--- src/rtl/mem_arbiter_if.sv ---
// -----------------------------------------------------------------------------
// mem_arbiter_if
// Bundles the three buses that meet at the memory arbiter:
//   instr_* : instruction-fetch port (request/address in, grant/rvalid/rdata out)
//   data_*  : load/store port (request/we/be/address/wdata in,
//             grant/rvalid/rdata out)
//   mem_*   : single-port RAM side (strobe/we/be/address/wdata out,
//             read data in, valid one cycle after a read strobe)
// Modports:
//   slave  : the arbiter's view (drives grants, responses and mem_* strobes)
//   master : the surrounding system's view (core requesters plus RAM)
// -----------------------------------------------------------------------------
interface mem_arbiter_if;
  // instruction-fetch port
  logic        instr_req_i;
  logic [31:0] instr_addr_i;
  logic        instr_gnt_o;
  logic        instr_rvalid_o;
  logic [31:0] instr_rdata_o;

  // load/store port
  logic        data_req_i;
  logic        data_we_i;
  logic [3:0]  data_be_i;
  logic [31:0] data_addr_i;
  logic [31:0] data_wdata_i;
  logic        data_gnt_o;
  logic        data_rvalid_o;
  logic [31:0] data_rdata_o;

  // single-port RAM side
  logic        mem_req_o;
  logic        mem_we_o;
  logic [3:0]  mem_be_o;
  logic [31:0] mem_addr_o;
  logic [31:0] mem_wdata_o;
  logic [31:0] mem_rdata_i;

  modport slave (
    input  instr_req_i, instr_addr_i,
    output instr_gnt_o, instr_rvalid_o, instr_rdata_o,
    input  data_req_i, data_we_i, data_be_i, data_addr_i, data_wdata_i,
    output data_gnt_o, data_rvalid_o, data_rdata_o,
    output mem_req_o, mem_we_o, mem_be_o, mem_addr_o, mem_wdata_o,
    input  mem_rdata_i
  );

  modport master (
    output instr_req_i, instr_addr_i,
    input  instr_gnt_o, instr_rvalid_o, instr_rdata_o,
    output data_req_i, data_we_i, data_be_i, data_addr_i, data_wdata_i,
    input  data_gnt_o, data_rvalid_o, data_rdata_o,
    input  mem_req_o, mem_we_o, mem_be_o, mem_addr_o, mem_wdata_o,
    output mem_rdata_i
  );
endinterface

--- src/rtl/mem_arbiter.sv ---
// -----------------------------------------------------------------------------
// mem_arbiter
// Shares one single-port RAM between an instruction-fetch port and a
// load/store port. Data accesses normally win; after STARVE_LIMIT consecutive
// data grants made while a fetch was waiting, the fetch wins once.
// Grants and RAM strobes are combinational in the request cycle; the read
// data (or store acknowledge) is returned exactly one cycle later.
// Ports:
//   clk_i  : clock, rising edge
//   rst_ni : asynchronous active-low reset
//   bus    : mem_arbiter_if.slave (instr_*, data_*, mem_* groups)
// Parameter:
//   STARVE_LIMIT : consecutive data grants tolerated while a fetch waits
// -----------------------------------------------------------------------------
module mem_arbiter #(
  parameter int unsigned STARVE_LIMIT = 4
) (
  input  logic          clk_i,
  input  logic          rst_ni,
  mem_arbiter_if.slave  bus
);

  localparam int unsigned      CNT_W   = (STARVE_LIMIT < 1) ? 1 : $clog2(STARVE_LIMIT + 1);
  localparam logic [CNT_W-1:0] LIMIT_C = CNT_W'(STARVE_LIMIT);

  typedef enum logic [1:0] {
    IDLE   = 2'd0,
    RESP_I = 2'd1,
    RESP_D = 2'd2
  } state_e;

  state_e           state_r;
  state_e           state_next_s;
  logic [CNT_W-1:0] starve_cnt_r;
  logic [CNT_W-1:0] starve_cnt_next_s;
  logic             store_r;
  logic             instr_gnt_s;
  logic             data_gnt_s;

  // Arbitration: data has priority unless the fetch has been starved long enough.
  always_comb begin
    instr_gnt_s = 1'b0;
    data_gnt_s  = 1'b0;
    if (bus.instr_req_i && (!bus.data_req_i || (starve_cnt_r == LIMIT_C))) begin
      instr_gnt_s = 1'b1;
    end else if (bus.data_req_i) begin
      data_gnt_s = 1'b1;
    end else begin
      instr_gnt_s = 1'b0;
      data_gnt_s  = 1'b0;
    end
  end

  assign bus.instr_gnt_o = instr_gnt_s;
  assign bus.data_gnt_o  = data_gnt_s;

  // RAM strobe mux: winner's attributes, all-zero when nobody is granted.
  always_comb begin
    bus.mem_req_o   = 1'b0;
    bus.mem_we_o    = 1'b0;
    bus.mem_be_o    = 4'b0000;
    bus.mem_addr_o  = 32'h0000_0000;
    bus.mem_wdata_o = 32'h0000_0000;
    if (instr_gnt_s) begin
      bus.mem_req_o  = 1'b1;
      bus.mem_addr_o = bus.instr_addr_i;
    end else if (data_gnt_s) begin
      bus.mem_req_o   = 1'b1;
      bus.mem_we_o    = bus.data_we_i;
      // byte enables only mean something for stores
      bus.mem_be_o    = bus.data_we_i ? bus.data_be_i : 4'b0000;
      bus.mem_addr_o  = bus.data_addr_i;
      bus.mem_wdata_o = bus.data_wdata_i;
    end else begin
      bus.mem_req_o   = 1'b0;
    end
  end

  // Starvation counter next value: counts data wins over a waiting fetch, saturating.
  always_comb begin
    starve_cnt_next_s = starve_cnt_r;
    if (instr_gnt_s || !bus.instr_req_i) begin
      starve_cnt_next_s = '0;
    end else if (data_gnt_s) begin
      starve_cnt_next_s = (starve_cnt_r == LIMIT_C) ? LIMIT_C : (starve_cnt_r + CNT_W'(1));
    end else begin
      starve_cnt_next_s = starve_cnt_r;
    end
  end

  // Starvation counter register.
  always_ff @(posedge clk_i or negedge rst_ni) begin
    if (!rst_ni) begin
      starve_cnt_r <= '0;
    end else begin
      starve_cnt_r <= starve_cnt_next_s;
    end
  end

  // Remember whether the granted data access was a store, so its response is zeroed.
  always_ff @(posedge clk_i or negedge rst_ni) begin
    if (!rst_ni) begin
      store_r <= 1'b0;
    end else if (data_gnt_s) begin
      store_r <= bus.data_we_i;
    end else begin
      store_r <= store_r;
    end
  end

  // Response FSM state register; async reset drops any pending response at once.
  always_ff @(posedge clk_i or negedge rst_ni) begin
    if (!rst_ni) begin
      state_r <= IDLE;
    end else begin
      state_r <= state_next_s;
    end
  end

  // Response FSM next state: a response follows every grant, back to back.
  always_comb begin
    state_next_s = IDLE;
    if (instr_gnt_s) begin
      state_next_s = RESP_I;
    end else if (data_gnt_s) begin
      state_next_s = RESP_D;
    end else begin
      state_next_s = IDLE;
    end
  end

  // Response FSM outputs: RAM read data routed to the port being answered.
  always_comb begin
    bus.instr_rvalid_o = 1'b0;
    bus.instr_rdata_o  = 32'h0000_0000;
    bus.data_rvalid_o  = 1'b0;
    bus.data_rdata_o   = 32'h0000_0000;
    case (state_r)
      RESP_I: begin
        bus.instr_rvalid_o = 1'b1;
        bus.instr_rdata_o  = bus.mem_rdata_i;
      end
      RESP_D: begin
        bus.data_rvalid_o = 1'b1;
        bus.data_rdata_o  = store_r ? 32'h0000_0000 : bus.mem_rdata_i;
      end
      default: begin
        bus.instr_rvalid_o = 1'b0;
        bus.data_rvalid_o  = 1'b0;
      end
    endcase
  end

endmodule

--- src/flat_wrapper.sv ---
// flat-port wrapper written by rule: the top's interface ports become plain ports
module mem_arbiter_flat 
#(
  parameter int unsigned STARVE_LIMIT = 4
)
  (clk_i, rst_ni, bus_instr_req_i, bus_instr_addr_i, bus_instr_gnt_o, bus_instr_rvalid_o, bus_instr_rdata_o, bus_data_req_i, bus_data_we_i, bus_data_be_i, bus_data_addr_i, bus_data_wdata_i, bus_data_gnt_o, bus_data_rvalid_o, bus_data_rdata_o, bus_mem_req_o, bus_mem_we_o, bus_mem_be_o, bus_mem_addr_o, bus_mem_wdata_o, bus_mem_rdata_i);
  mem_arbiter_if bus_i ();
  input  logic clk_i;
  input  logic rst_ni;
  input wire logic [$bits(bus_i.instr_req_i)-1:0] bus_instr_req_i;
  input wire logic [$bits(bus_i.instr_addr_i)-1:0] bus_instr_addr_i;
  output wire logic [$bits(bus_i.instr_gnt_o)-1:0] bus_instr_gnt_o;
  output wire logic [$bits(bus_i.instr_rvalid_o)-1:0] bus_instr_rvalid_o;
  output wire logic [$bits(bus_i.instr_rdata_o)-1:0] bus_instr_rdata_o;
  input wire logic [$bits(bus_i.data_req_i)-1:0] bus_data_req_i;
  input wire logic [$bits(bus_i.data_we_i)-1:0] bus_data_we_i;
  input wire logic [$bits(bus_i.data_be_i)-1:0] bus_data_be_i;
  input wire logic [$bits(bus_i.data_addr_i)-1:0] bus_data_addr_i;
  input wire logic [$bits(bus_i.data_wdata_i)-1:0] bus_data_wdata_i;
  output wire logic [$bits(bus_i.data_gnt_o)-1:0] bus_data_gnt_o;
  output wire logic [$bits(bus_i.data_rvalid_o)-1:0] bus_data_rvalid_o;
  output wire logic [$bits(bus_i.data_rdata_o)-1:0] bus_data_rdata_o;
  output wire logic [$bits(bus_i.mem_req_o)-1:0] bus_mem_req_o;
  output wire logic [$bits(bus_i.mem_we_o)-1:0] bus_mem_we_o;
  output wire logic [$bits(bus_i.mem_be_o)-1:0] bus_mem_be_o;
  output wire logic [$bits(bus_i.mem_addr_o)-1:0] bus_mem_addr_o;
  output wire logic [$bits(bus_i.mem_wdata_o)-1:0] bus_mem_wdata_o;
  input wire logic [$bits(bus_i.mem_rdata_i)-1:0] bus_mem_rdata_i;
  assign bus_i.instr_req_i = bus_instr_req_i;
  assign bus_i.instr_addr_i = bus_instr_addr_i;
  assign bus_instr_gnt_o = bus_i.instr_gnt_o;
  assign bus_instr_rvalid_o = bus_i.instr_rvalid_o;
  assign bus_instr_rdata_o = bus_i.instr_rdata_o;
  assign bus_i.data_req_i = bus_data_req_i;
  assign bus_i.data_we_i = bus_data_we_i;
  assign bus_i.data_be_i = bus_data_be_i;
  assign bus_i.data_addr_i = bus_data_addr_i;
  assign bus_i.data_wdata_i = bus_data_wdata_i;
  assign bus_data_gnt_o = bus_i.data_gnt_o;
  assign bus_data_rvalid_o = bus_i.data_rvalid_o;
  assign bus_data_rdata_o = bus_i.data_rdata_o;
  assign bus_mem_req_o = bus_i.mem_req_o;
  assign bus_mem_we_o = bus_i.mem_we_o;
  assign bus_mem_be_o = bus_i.mem_be_o;
  assign bus_mem_addr_o = bus_i.mem_addr_o;
  assign bus_mem_wdata_o = bus_i.mem_wdata_o;
  assign bus_i.mem_rdata_i = bus_mem_rdata_i;
  mem_arbiter #(.STARVE_LIMIT(STARVE_LIMIT)) u_core (.clk_i(clk_i), .rst_ni(rst_ni), .bus(bus_i));
endmodule
--- config.mk ---
export PLATFORM = sky130hd
export DESIGN_NAME = mem_arbiter_flat
export DESIGN_NICKNAME = d
export VERILOG_FILES = /design/src/rtl/mem_arbiter_if.sv /design/src/rtl/mem_arbiter.sv /design/src/flat_wrapper.sv
export SDC_FILE = /design/constraint.sdc
export NUM_CORES = 1
export LEC_CHECK = 0
export CAP_MARGIN = 10
export CELL_PAD_IN_SITES_DETAIL_PLACEMENT = 1
export CELL_PAD_IN_SITES_GLOBAL_PLACEMENT = 1
export CORE_AREA = 8 8 101 103
export CTS_CLUSTER_DIAMETER = 120
export DETAILED_ROUTE_END_ITERATION = 10
export DIE_AREA = 0 0 109 111
export DONT_BUFFER_PORTS = 1
export MAX_ROUTING_LAYER = met4
export PLACE_DENSITY = 0.49
export SYNTH_ARGS = -nofsm -noshare
export SYNTH_HDL_FRONTEND = slang
export SYNTH_SLANG_ARGS = --single-unit
export TNS_END_PERCENT = 1
--- constraint.sdc ---
create_clock -name clk_i -period 2.3 [get_ports clk_i]
set_input_delay 0.46 -clock clk_i [delete_from_list [all_inputs] [get_ports clk_i]]
set_output_delay 0.46 -clock clk_i [all_outputs]
set_load 0.01 [all_outputs]
**After elaboration in Yosys (flattened, before gate mapping)**

Index checks and enable logic that the tools add are counted.
Widths: inputs -> output; s select.

- Register bits: 6
- Input bits: 137
- Output and inout port bits: 138
- Logic and storage cells: 37

- Add/subtract/negate cells: 1
- Equal/unequal tests: 3
- Mux-type cells: 24
- Reduce and logical (&&, ||, !) cells: 6

Operators with widths:

| cell | number |
|---|---|
| $mux 32 | 7 |
| $mux 4 | 3 |
| $mux 1 | 9 |
| $mux 3 | 3 |
| $mux 2 | 2 |
| $add 3x1->3 const B | 1 |
| $eq 3x3->1 const B | 1 |
| $eq 2x1->1 const B | 1 |
| $eq 2x2->1 const B | 1 |
| $logic_not 1->1 | 2 |
| $logic_or 1x1->1 | 2 |
| $reduce_bool 2->1 | 1 |
| $logic_and 1x1->1 | 1 |

**Logic depth before layout (Yosys ltp)**

- Depth after elaboration: 6
- Depth in mapped cells: 7
- Mapped depth without buffers: 5

**Least setup slack after synthesis**

No wires, ideal clock.

- Path kind: register to output
- Start point: reg u_core.starve_cnt_r[0]
- End point: out bus_mem_addr_o[22]
- Arrival: 1.355 ns
- Required time: 1.840 ns
- Setup slack: 0.485 ns
- Stages on the path, launching flop included: 8
- Path buffers: 2
- Cell sequence: dfrtp_1 inv_1 ha_1 nand3_2 and2_4 buf_6 buf_6 a22o_1

- Longest elaborated chain between the ends: 6
- Elaborated cells between the ends (all ways): 7
- Classes of those cells: 1 x eq/ne; 4 x mux; 2 x reduce/logical

RTL lines:

| item | line | text |
|---|---|---|
| start: declaration | mem_arbiter.sv:34 | `logic [CNT_W-1:0] starve_cnt_r;` |
| start signal: assignment | mem_arbiter.sv:96 | `starve_cnt_r <= starve_cnt_next_s;` |
| $eq 3x3->1 | mem_arbiter.sv:44 | `if (bus.instr_req_i && (!bus.data_req_i \|\| (starve_cnt_r == LIMIT_C))) begin` |
| $logic_or 1x1->1 | mem_arbiter.sv:44 |  |
| $logic_and 1x1->1 | mem_arbiter.sv:44 |  |
| $mux 1 | mem_arbiter.sv:44 |  |
| net bus_data_gnt_o | flat_wrapper.sv:20 | `output wire logic [$bits(bus_i.data_gnt_o)-1:0] bus_data_gnt_o;` |
| $mux 32 | mem_arbiter.sv:67 | `end else if (data_gnt_s) begin` |
| $mux 32 | mem_arbiter.sv:64 | `if (instr_gnt_s) begin` |
| end: declaration | flat_wrapper.sv:26 | `output wire logic [$bits(bus_i.mem_addr_o)-1:0] bus_mem_addr_o;` |

The timed path passes the listed nets, and every way through them passes these cells.

**Worst setup path after layout**

- Start point: reg u_core.starve_cnt_r[0]
- End point: out bus_mem_addr_o[8]

The elaborated chain is that of the path after synthesis.

==> impl_metrics.py <==
metrics = {
    "worst_hold_path": {
        "hold_path.class": "in2reg",
    },
    "sta": {
        "period_needed_ns": 2.139,
        "hold_viol_final": 0,
        "period_share": 0.9302,
        "setup_violations": 0,
        "skew_ns": 0.001620,
        "finalMaxSlewViolations": 0,
        "tightest_slew_ns": 0.3970,
        "max_slew_margin": 0.7353,
        "rsz0062_at_grt": "no",
        "finalSetupTns_ns": 0,
        "fmax_mhz": 467.4,
    },
    "power_and_ir_drop": {
        "power.leakage_nw": 0.7069,
        "power_density_nw_per_um2": 354.1,
        "power.switching_mw": 0.2049,
        "comb_power_share": 0.473,
        "intPower_mw": 0.3113,
        "sw_frac_of_total": 0.3970,
        "clkPwrFrac": 0.305,
        "seqPwrFrac": 0.222,
        "ir_worst_vdd_mv": 0.1125,
    },
    "global_route": {
        "grt_pass1_wl_um": 10330,
        "grt_pass1_vias": 1633,
        "grt_max_degree": 39,
        "antenna_found_initial": 1,
        "grt_use_total": 0.1108,
        "overflow": 0,
    },
    "routing": {
        "drt_wl_total_um": 7642,
        "dr.pass1.iters": 4,
        "wl_per_cell_um": 27.49,
        "postRouteAntennaNets": 0,
        "route.detailed.drc": 0,
        "viasPerCell": 5.223,
        "drtIter0Drc": 123,
        "vias": 1452,
    },
    "floorplanning": {
        "dieArea_um2": 12100,
        "dieHeight_um": 111,
        "initial_utilization": 0.1553,
        "fp-row-count": 34,
        "die_w_um": 109,
        "core_area_um2": 8551,
        "ios": 275,
    },
    "clock_network": {
        "tritoncts": "built",
        "root_buffer": "clkbuf_8",
        "cts_buffer_depth": 2,
        "clk_pin_slew_ns": 0.04,
        "htreeDepth": 1,
        "post_cts.repair.setup_buffers": 0,
        "clock_latency_ns": 0.22,
        "clock_sinks": 6,
        "cts_made_buffers": 3,
    },
    "logic_synthesis": {
        "synth_commonest_cells": "68 x and2_1, 34 x and3_1, 32 x a22o_1",
        "async_reset_ff_frac": 1.000,
        "synth_area_leaders": "and2_1 32%, a22o_1 21%, and3_1 16%",
        "synth_edf_count": 0,
        "synth.distinct_cells": 22,
        "synth_top_family_by_area": "simple AND/OR/NAND/NOR gates",
        "netlist_area_um2": 1328,
        "ys_seq_area_frac": 0.1131,
        "synthSimpleGateAreaFrac": 0.5325,
        "yosysWarnings": 0,
        "yosysTopAreaCellShare": 0.3205,
        "synth_adder_area_share": 0.01885,
        "avgSynthCellArea_um2": 7.416,
        "synth_seq_cells": 6,
        "syn_inst": 179,
        "synth_most_common_cell": "and2_1",
        "synth_top_area_cell": "and2_1",
        "synthMuxAreaShare": 0.01885,
        "synth_xor_area_frac": 0,
        "synth_ff_type": "dfrtp_1",
        "synth_compound_area_frac": 0.2196,
        "synth_fp_nets": 318,
    },
    "cells_and_area": {
        "nNetsFinal": 310,
        "final_cell_count_no_fill": 278,
        "syn2layout_area_growth_pct": 9.802,
        "drive_gt1_frac": 0.08876,
    },
    "placed_design": {
        "dp_hpwl_um": 6812,
        "portBuffers": 0,
        "place_congestion": 0.7077,
        "place_inst": 273,
    },
    "worst_setup_path": {
        "critPathMaxFanout": 35,
        "critPathCaptureType": "output pin",
        "rr_worst_depth": 5,
        "timing.critical_path.from_type": "flip-flop",
        "r2r_slack_ns": 0.70,
        "crit_start": "u_core.starve_cnt_r[0]",
        "rr_startpoint": "u_core.starve_cnt_r[0]",
        "reg2reg_to": "u_core.store_r",
        "required_ns": 1.84,
        "crit_type": "reg2out",
        "worst_ep_arrival_time_ns": 1.68,
        "setup.worst_path.end": "bus_mem_addr_o[8]",
    },
    "outcome": {
        "outcome": "completed",
    },
    "job": {
        "max_cap_violations": 0,
    },
}
registers in the layout, summed over array words and instances, names as in the netlist:
| signal | cells |
|---|---|
| u_core.store_r | 1 |
| u_core.state_r | 2 |
| u_core.starve_cnt_r | 3 |
critical path, stage by stage, from the launching register on:
cell,delay (ns)
dfrtp_1,0.37
inv_1,0.06
ha_1,0.23
nand3_2,0.10
and2_4,0.40
a22o_1,0.29
logic make-up (layout without fill, tap and decap cells):
family	Yosys count	count (layout)
compound gates	33	33
buf+inv	23	13
mux	2	2
flops	6	6
other cells	0	1
simple gates	113	113
fa+ha+maj	2	2
worst min path at each step:
| stage | start | cells after the start | to |
|---|---|---|---|
| after global placement | rst_ni | 0 | u_core.starve_cnt_r[2] |
| after floorplan | rst_ni | 0 | u_core.starve_cnt_r[0] |
| after global routing | bus_data_we_i | 1 | u_core.store_r |
| final | bus_instr_req_i | 2 | u_core.starve_cnt_r[1] |
| after CTS | bus_instr_req_i | 2 | u_core.starve_cnt_r[1] |
| after detailed placement | rst_ni | 0 | u_core.starve_cnt_r[2] |
cells in the final DEF (no fill, tap or decap), types with 2 or more instances in the layout:
cell and n:
buf_4 5, nor2_1 2, and3_1 34, dfrtp_1 6, ha_1 2, nor2b_1 2
inv_1 3, and2_1 68, a22o_1 32, clkbuf_8 3
final cells by class:
class / count / area (um2)
Antenna cell: 1 / 2.502
Clock buffer: 3 / 41.29
Fill cell: 1039 / 7093
Inverter: 3 / 11.26
Multi-Input combinational cell: 150 / 1050
Sequential cell: 6 / 150.1
Tap cell: 108 / 135.1
Timing Repair Buffer: 7 / 67.56
stage by stage:
step,power [mW],utilization,worst slack [ns],cell area [um2],hold slack (ns)
4_1_cts,0.5269,0.1700,0.1265,1454,0.3813
5_1_grt,0.5482,0.1705,0.03998,1458,0.3775
2_1_floorplan,0.3314,-,0.4846,1328,0.1644
3_3_place_gp,0.3605,0.1640,0.4225,1403,0.1648
6_report,0.5162,0.1705,0.1606,1458,0.3842
3_5_place_dp,0.3613,0.1640,0.3857,1403,0.1648
power by group through the flow:
stage	clock, mW	combinational (mW)	sequential, mW
final	0.158	0.244	0.115
after global routing	0.170	0.263	0.115
after CTS	0.162	0.250	0.115
after detailed placement	0	0.245	0.116
after global placement	0	0.245	0.116
after floorplan	0	0.217	0.115
timing repair:
action / 4_1_cts / 5_1_grt
resized for setup: 0 / 1
setup endpoints to repair: 0 / 20
hold buffers: 1 / 0
hold endpoints to repair: 6 / 0
layer usage:
| layer | global-route usage | up-vias | part of all wire |
|---|---|---|---|
| li1 | - | 602 | - |
| met1 | 0.1114 | 679 | 0.34 |
| met2 | 0.2068 | 169 | 0.51 |
| met3 | 0.03023 | 2 | 0.14 |
| met4 | 0.01918 | 0 | 0.0052 |
| met5 | - | - | 0 |
(Power assumes the default switching activity.)
==> edit 1, RTL diff (same settings) <==
`STARVE_LIMIT` is set to 4 in 2 places; all go to 2.
--- a/src/rtl/mem_arbiter.sv
+++ b/src/rtl/mem_arbiter.sv
@@ -13,7 +13,7 @@
 //   STARVE_LIMIT : consecutive data grants tolerated while a fetch waits
 // -----------------------------------------------------------------------------
 module mem_arbiter #(
-  parameter int unsigned STARVE_LIMIT = 4
+  parameter int unsigned STARVE_LIMIT = 2
 ) (
   input  logic          clk_i,
   input  logic          rst_ni,
--- a/src/flat_wrapper.sv
+++ b/src/flat_wrapper.sv
@@ -1,7 +1,7 @@
 // flat-port wrapper written by rule: the top's interface ports become plain ports
 module mem_arbiter_flat 
 #(
-  parameter int unsigned STARVE_LIMIT = 4
+  parameter int unsigned STARVE_LIMIT = 2
 )
   (clk_i, rst_ni, bus_instr_req_i, bus_instr_addr_i, bus_instr_gnt_o, bus_instr_rvalid_o, bus_instr_rdata_o, bus_data_req_i, bus_data_we_i, bus_data_be_i, bus_data_addr_i, bus_data_wdata_i, bus_data_gnt_o, bus_data_rvalid_o, bus_data_rdata_o, bus_mem_req_o, bus_mem_we_o, bus_mem_be_o, bus_mem_addr_o, bus_mem_wdata_o, bus_mem_rdata_i);
   mem_arbiter_if bus_i ();
Behaviour: not the same (a bounded check fails within 4 cycles, from zero or initial values and one cycle with rst_ni low).
==> edit 1 against the original RTL <==
- area after synthesis shrank 0.75%
- total power grew 1.3%
- count of clock-buffer cells in the layout grew 1
- final area shrank 1.7%
- sequential share of layout area shrank 1.6 points
- worst setup slack gained 0.081 ns
- sequential power shrank 15%
- clock power grew 3%
- sequential cell count shrank 1
- wire length shrank 11%
- largest power group unchanged
- highest routed layer unchanged
==> edit 1: results (changes against the original RTL) <==
metric	value	unit	change
Hold WC Path Type	in2reg		
Crit path max-delay family	buffers and inverters		
global routing usage on met2	18.9	%	-1.8 points
First DRT Iteration DRCs	75		-39%
WL met2	3.66	mm	-6.0%
met1 WL	2.27	mm	-13%
gpl congestion	0.715		+1.0%
Ant. Diodes	0		-1
pre-CTS setup slack	0.464	ns	+0.0787 ns
cells on worst reg2reg path	4		-1
initial antenna violation count	0		-1
Synth Instances	175		-2.2%
CP peak stage delay	0.35	ns	-0.05 ns
synthesized net count	314		-1.3%
Worst-Margin Slew	0.342	ns	-0.0553 ns
WHS	0.354	ns	-0.0302 ns
Largest regs	u_core.starve_cnt_r (2), u_core.state_r (2), u_core.store_r (1)		
post-route minimum period	2.06	ns	-0.0808 ns
grt met3 use	1.45	%	-1.6 points
number of vias per cell	5.07		-2.9%
dpl hpwl	6.03	mm	-12%
placed cells	266		-2.6%
CP arrival	1.60	ns	-0.08 ns
Critical R2R Launch	u_core.starve_cnt_r[1]		
Setup crit end	bus_mem_addr_o[1]		
WL met3	856	µm	-22%
global-route wire length before repair	9.23	mm	-11%
VDD IR max	0.000120	V	+7.1%
nets@finish	303		-2.3%
post-placement cell area	0.00138	mm²	-1.8%
drt wl/cell	25.2	µm	-8.3%
vias	1375		-5.3%
Port Buffers	0		unchanged
Worst Hold End	u_core.starve_cnt_r[0]		
top cells by count, synth	and2_1, a32o_1, clkbuf_1		
Worst Clk Skew	0.000172	ns	-0.00145 ns
grt met1 use	9.69	%	-1.4 points
crit path max fanout	35		unchanged
leakage	0.543	nW	-23%
Distinct cells, synth	20		-9.1%
TritonCTS buffer count	3		unchanged
Synth area leaders	and2_1, a32o_1, dfrtp_1, buf_4, clkbuf_1		
PwrDens	365	mW/mm²	+3.1%
share of post-route cells with drive strength above 1	6.75	%	-2.1 points
vias in the first global route	1529		-6.4%
largest net degree at the start of global routing	73		+87%
status	finished clean		
r2r setup slk	0.79	ns	+0.09 ns
Seq/Total Area, Yosys	9.50	%	-1.8 points
edit 1: cell type report:
| cell class | count | area [µm²] |
|---|---|---|
| tap | 108 | 135 |
| inverter | 2 | 7.51 |
| multi-input combinational | 147 | 1070 |
| clock buffer | 4 | 45.0 |
| sequential | 5 | 125 |
| fill | 1017 | 7120 |
| timing repair buffer | 5 | 52.6 |
edit 1: power by group:
| part | leakage, nW | internal (mW) | switching, mW | total (mW) |
|---|---|---|---|---|
| clock network | 0.0228 | 0.119 | 0.0428 | 0.162 |
| registers | 0.0632 | 0.0943 | 0.00322 | 0.0975 |
| logic | 0.457 | 0.0938 | 0.170 | 0.264 |
| total | 0.543 | 0.307 | 0.216 | 0.523 |
edit 1: cell families after synthesis:
group | share of synthesized area (%)
AND/OR/NAND/NOR | 52.5
flip-flops | 9.50
AO/OA/AOI/OAI | 25.7
multiplexers | 0.855
adder cells (fa/ha/maj) | 1.90
buffers and inverters | 9.50
==> edit 2, RTL diff (same settings) <==
Without the edit above. Make the reset (`rst_ni`) synchronous in 3 clocked blocks. Comments in the files are not updated.
--- a/src/rtl/mem_arbiter.sv
+++ b/src/rtl/mem_arbiter.sv
@@ -89,7 +89,7 @@
   end
 
   // Starvation counter register.
-  always_ff @(posedge clk_i or negedge rst_ni) begin
+  always_ff @(posedge clk_i) begin
     if (!rst_ni) begin
       starve_cnt_r <= '0;
     end else begin
@@ -98,7 +98,7 @@
   end
 
   // Remember whether the granted data access was a store, so its response is zeroed.
-  always_ff @(posedge clk_i or negedge rst_ni) begin
+  always_ff @(posedge clk_i) begin
     if (!rst_ni) begin
       store_r <= 1'b0;
     end else if (data_gnt_s) begin
@@ -109,7 +109,7 @@
   end
 
   // Response FSM state register; async reset drops any pending response at once.
-  always_ff @(posedge clk_i or negedge rst_ni) begin
+  always_ff @(posedge clk_i) begin
     if (!rst_ni) begin
       state_r <= IDLE;
     end else begin
Formal check against the unedited RTL: differs if rst_ni is asserted again (counterexample within 4 cycles, from zero or initial values and one cycle with rst_ni low); with rst_ni held inactive, the same outputs for 10 cycles.
==> edit 2 against the original RTL <==
- count of clock-buffer cells in the layout did not move
- worst setup slack improved by 0.0089 ns
- cell count rose by 0.72%
- sequential cell count did not move
- total power fell by 4.4%
- highest routed layer unchanged
- wire length fell by 9.0%
- final area fell by 3.1%
- area after synthesis fell by 1.7%
==> edit 2: results (changes against the original RTL) <==
metric	value	unit	change
status	finished clean		
Port Buffers	0		unchanged
WL met3	811	µm	-26%
grt met1 use	8.93	%	-2.2 points
Top FF cell, synth	dfxtp_1		
met1 WL	2.23	mm	-15%
CP arrival	1.67	ns	
nets@finish	313		+0.97%
top cells by count, synth	and2_1, and3_1, a22o_1		
Yosys Warn Count	0		unchanged
Slew headroom	74.9	%	+1.4 points
largest net degree at the start of global routing	40		+2.6%
deepest clock path buffer count	2		unchanged
dpl hpwl	6.15	mm	-9.7%
CTS Root Cell	clkbuf_8		
TritonCTS buffer count	3		unchanged
pre-CTS setup slack	0.393	ns	+0.00690 ns
WL met2	3.86	mm	-0.90%
Distinct cells, synth	20		-9.1%
Post-CTS Repair Setup Buffers	0		unchanged
Async S/R FF share, synth	0	%	-100 points
worst skew pair latency	0.23	ns	
DR top layer	met4		
vias in the first global route	1540		-5.7%
share of post-route cells with drive strength above 1	7.56	%	-1.3 points
Resized Gates After CTS	0		unchanged
Ant. Diodes	0		-1
post-placement cell area	0.00137	mm²	-2.2%
global routing usage on met2	20.2	%	-0.53 points
vias	1410		-2.9%
leakage	0.650	nW	-8.1%
Seq/Total Area, Yosys	9.20	%	-2.1 points
VDD IR max	0.000182	V	+61%
Synth area leaders	and2_1, a22o_1, and3_1, dfxtp_1, clkbuf_1		
Total GRT Usage	9.93	%	-1.2 points
Largest regs	u_core.starve_cnt_r (3), u_core.state_r (2), u_core.store_r (1)		
Clock Pin Slew Worst Setup and Hold Paths	0.04	ns	about the same
final wirelength	6.96	mm	-9.0%
CP peak stage delay	0.40	ns	about the same
Crit-path slowest cell	and2_4		
initial antenna violation count	0		-1
crit path max fanout	34		-2.9%
Net Sw Power	0.193	mW	-6.0%
Crit path max-delay family	simple AND/OR/NAND/NOR gates		
grt met3 use	1.51	%	-1.5 points
drt pass-1 iters	4		unchanged
Synth Instances	184		+2.8%
Hold WC Path Type	in2reg		
fin cells	280		+0.72%
synthesized net count	323		+1.6%
gpl congestion	0.787		+11%
global-route wire length before repair	9.29	mm	-10%
Worst Clk Skew	0.00381	ns	+0.00219 ns
H-tree levels	1		unchanged
First DRT Iteration DRCs	85		-31%
edit 2: cells by family (layout without fill, tap and decap cells):
| family | after synthesis | count (layout) | share of synthesized area (%) |
|---|---|---|---|
| AND/OR/NAND/NOR | 116 | 116 | 55.0 |
| AO/OA/AOI/OAI | 36 | 36 | 23.8 |
| buffers and inverters | 23 | 11 | 9.30 |
| flip-flops | 6 | 6 | 9.20 |
| adder cells (fa/ha/maj) | 2 | 2 | 1.92 |
| multiplexers | 1 | 1 | 0.767 |
edit 2: area by class of cell:
type                            instances  area [µm²]
Inverter                                2        7.51
Clock buffer                            3        41.3
Sequential cell                         6         120
Fill cell                            1041        7140
Timing Repair Buffer                    6        45.0
Multi-Input combinational cell        155        1060
Tap cell                              108         135
edit 2: worst reg2reg max path, stage by stage, from the launching register on:
cell and delay [ns]:
dfxtp_1 0.32, inv_1 0.05, ha_1 0.24, nand3_2 0.14, and2_4 0.40, o2bb2ai_1 0.09
edit 2: power groups by stage:
stage,Clock [mW],Combinational (mW),Sequential (mW)
finish,0.163,0.221,0.110
global route,0.171,0.237,0.110
CTS,0.168,0.226,0.110
detailed placement,0,0.225,0.112
global placement,0,0.224,0.111
floorplan,0,0.203,0.111
edit 2: worst paths after layout:
kind                               start            endpoint  slack (ns)  cells after the start
setup / recovery  u_core.starve_cnt_r[0]  bus_mem_addr_o[24]        0.17                      5
hold / removal                    rst_ni      u_core.store_r        0.35                      1
setup reg to reg  u_core.starve_cnt_r[0]      u_core.store_r        0.94                      5
hold reg to reg           u_core.store_r      u_core.store_r        0.47                      2
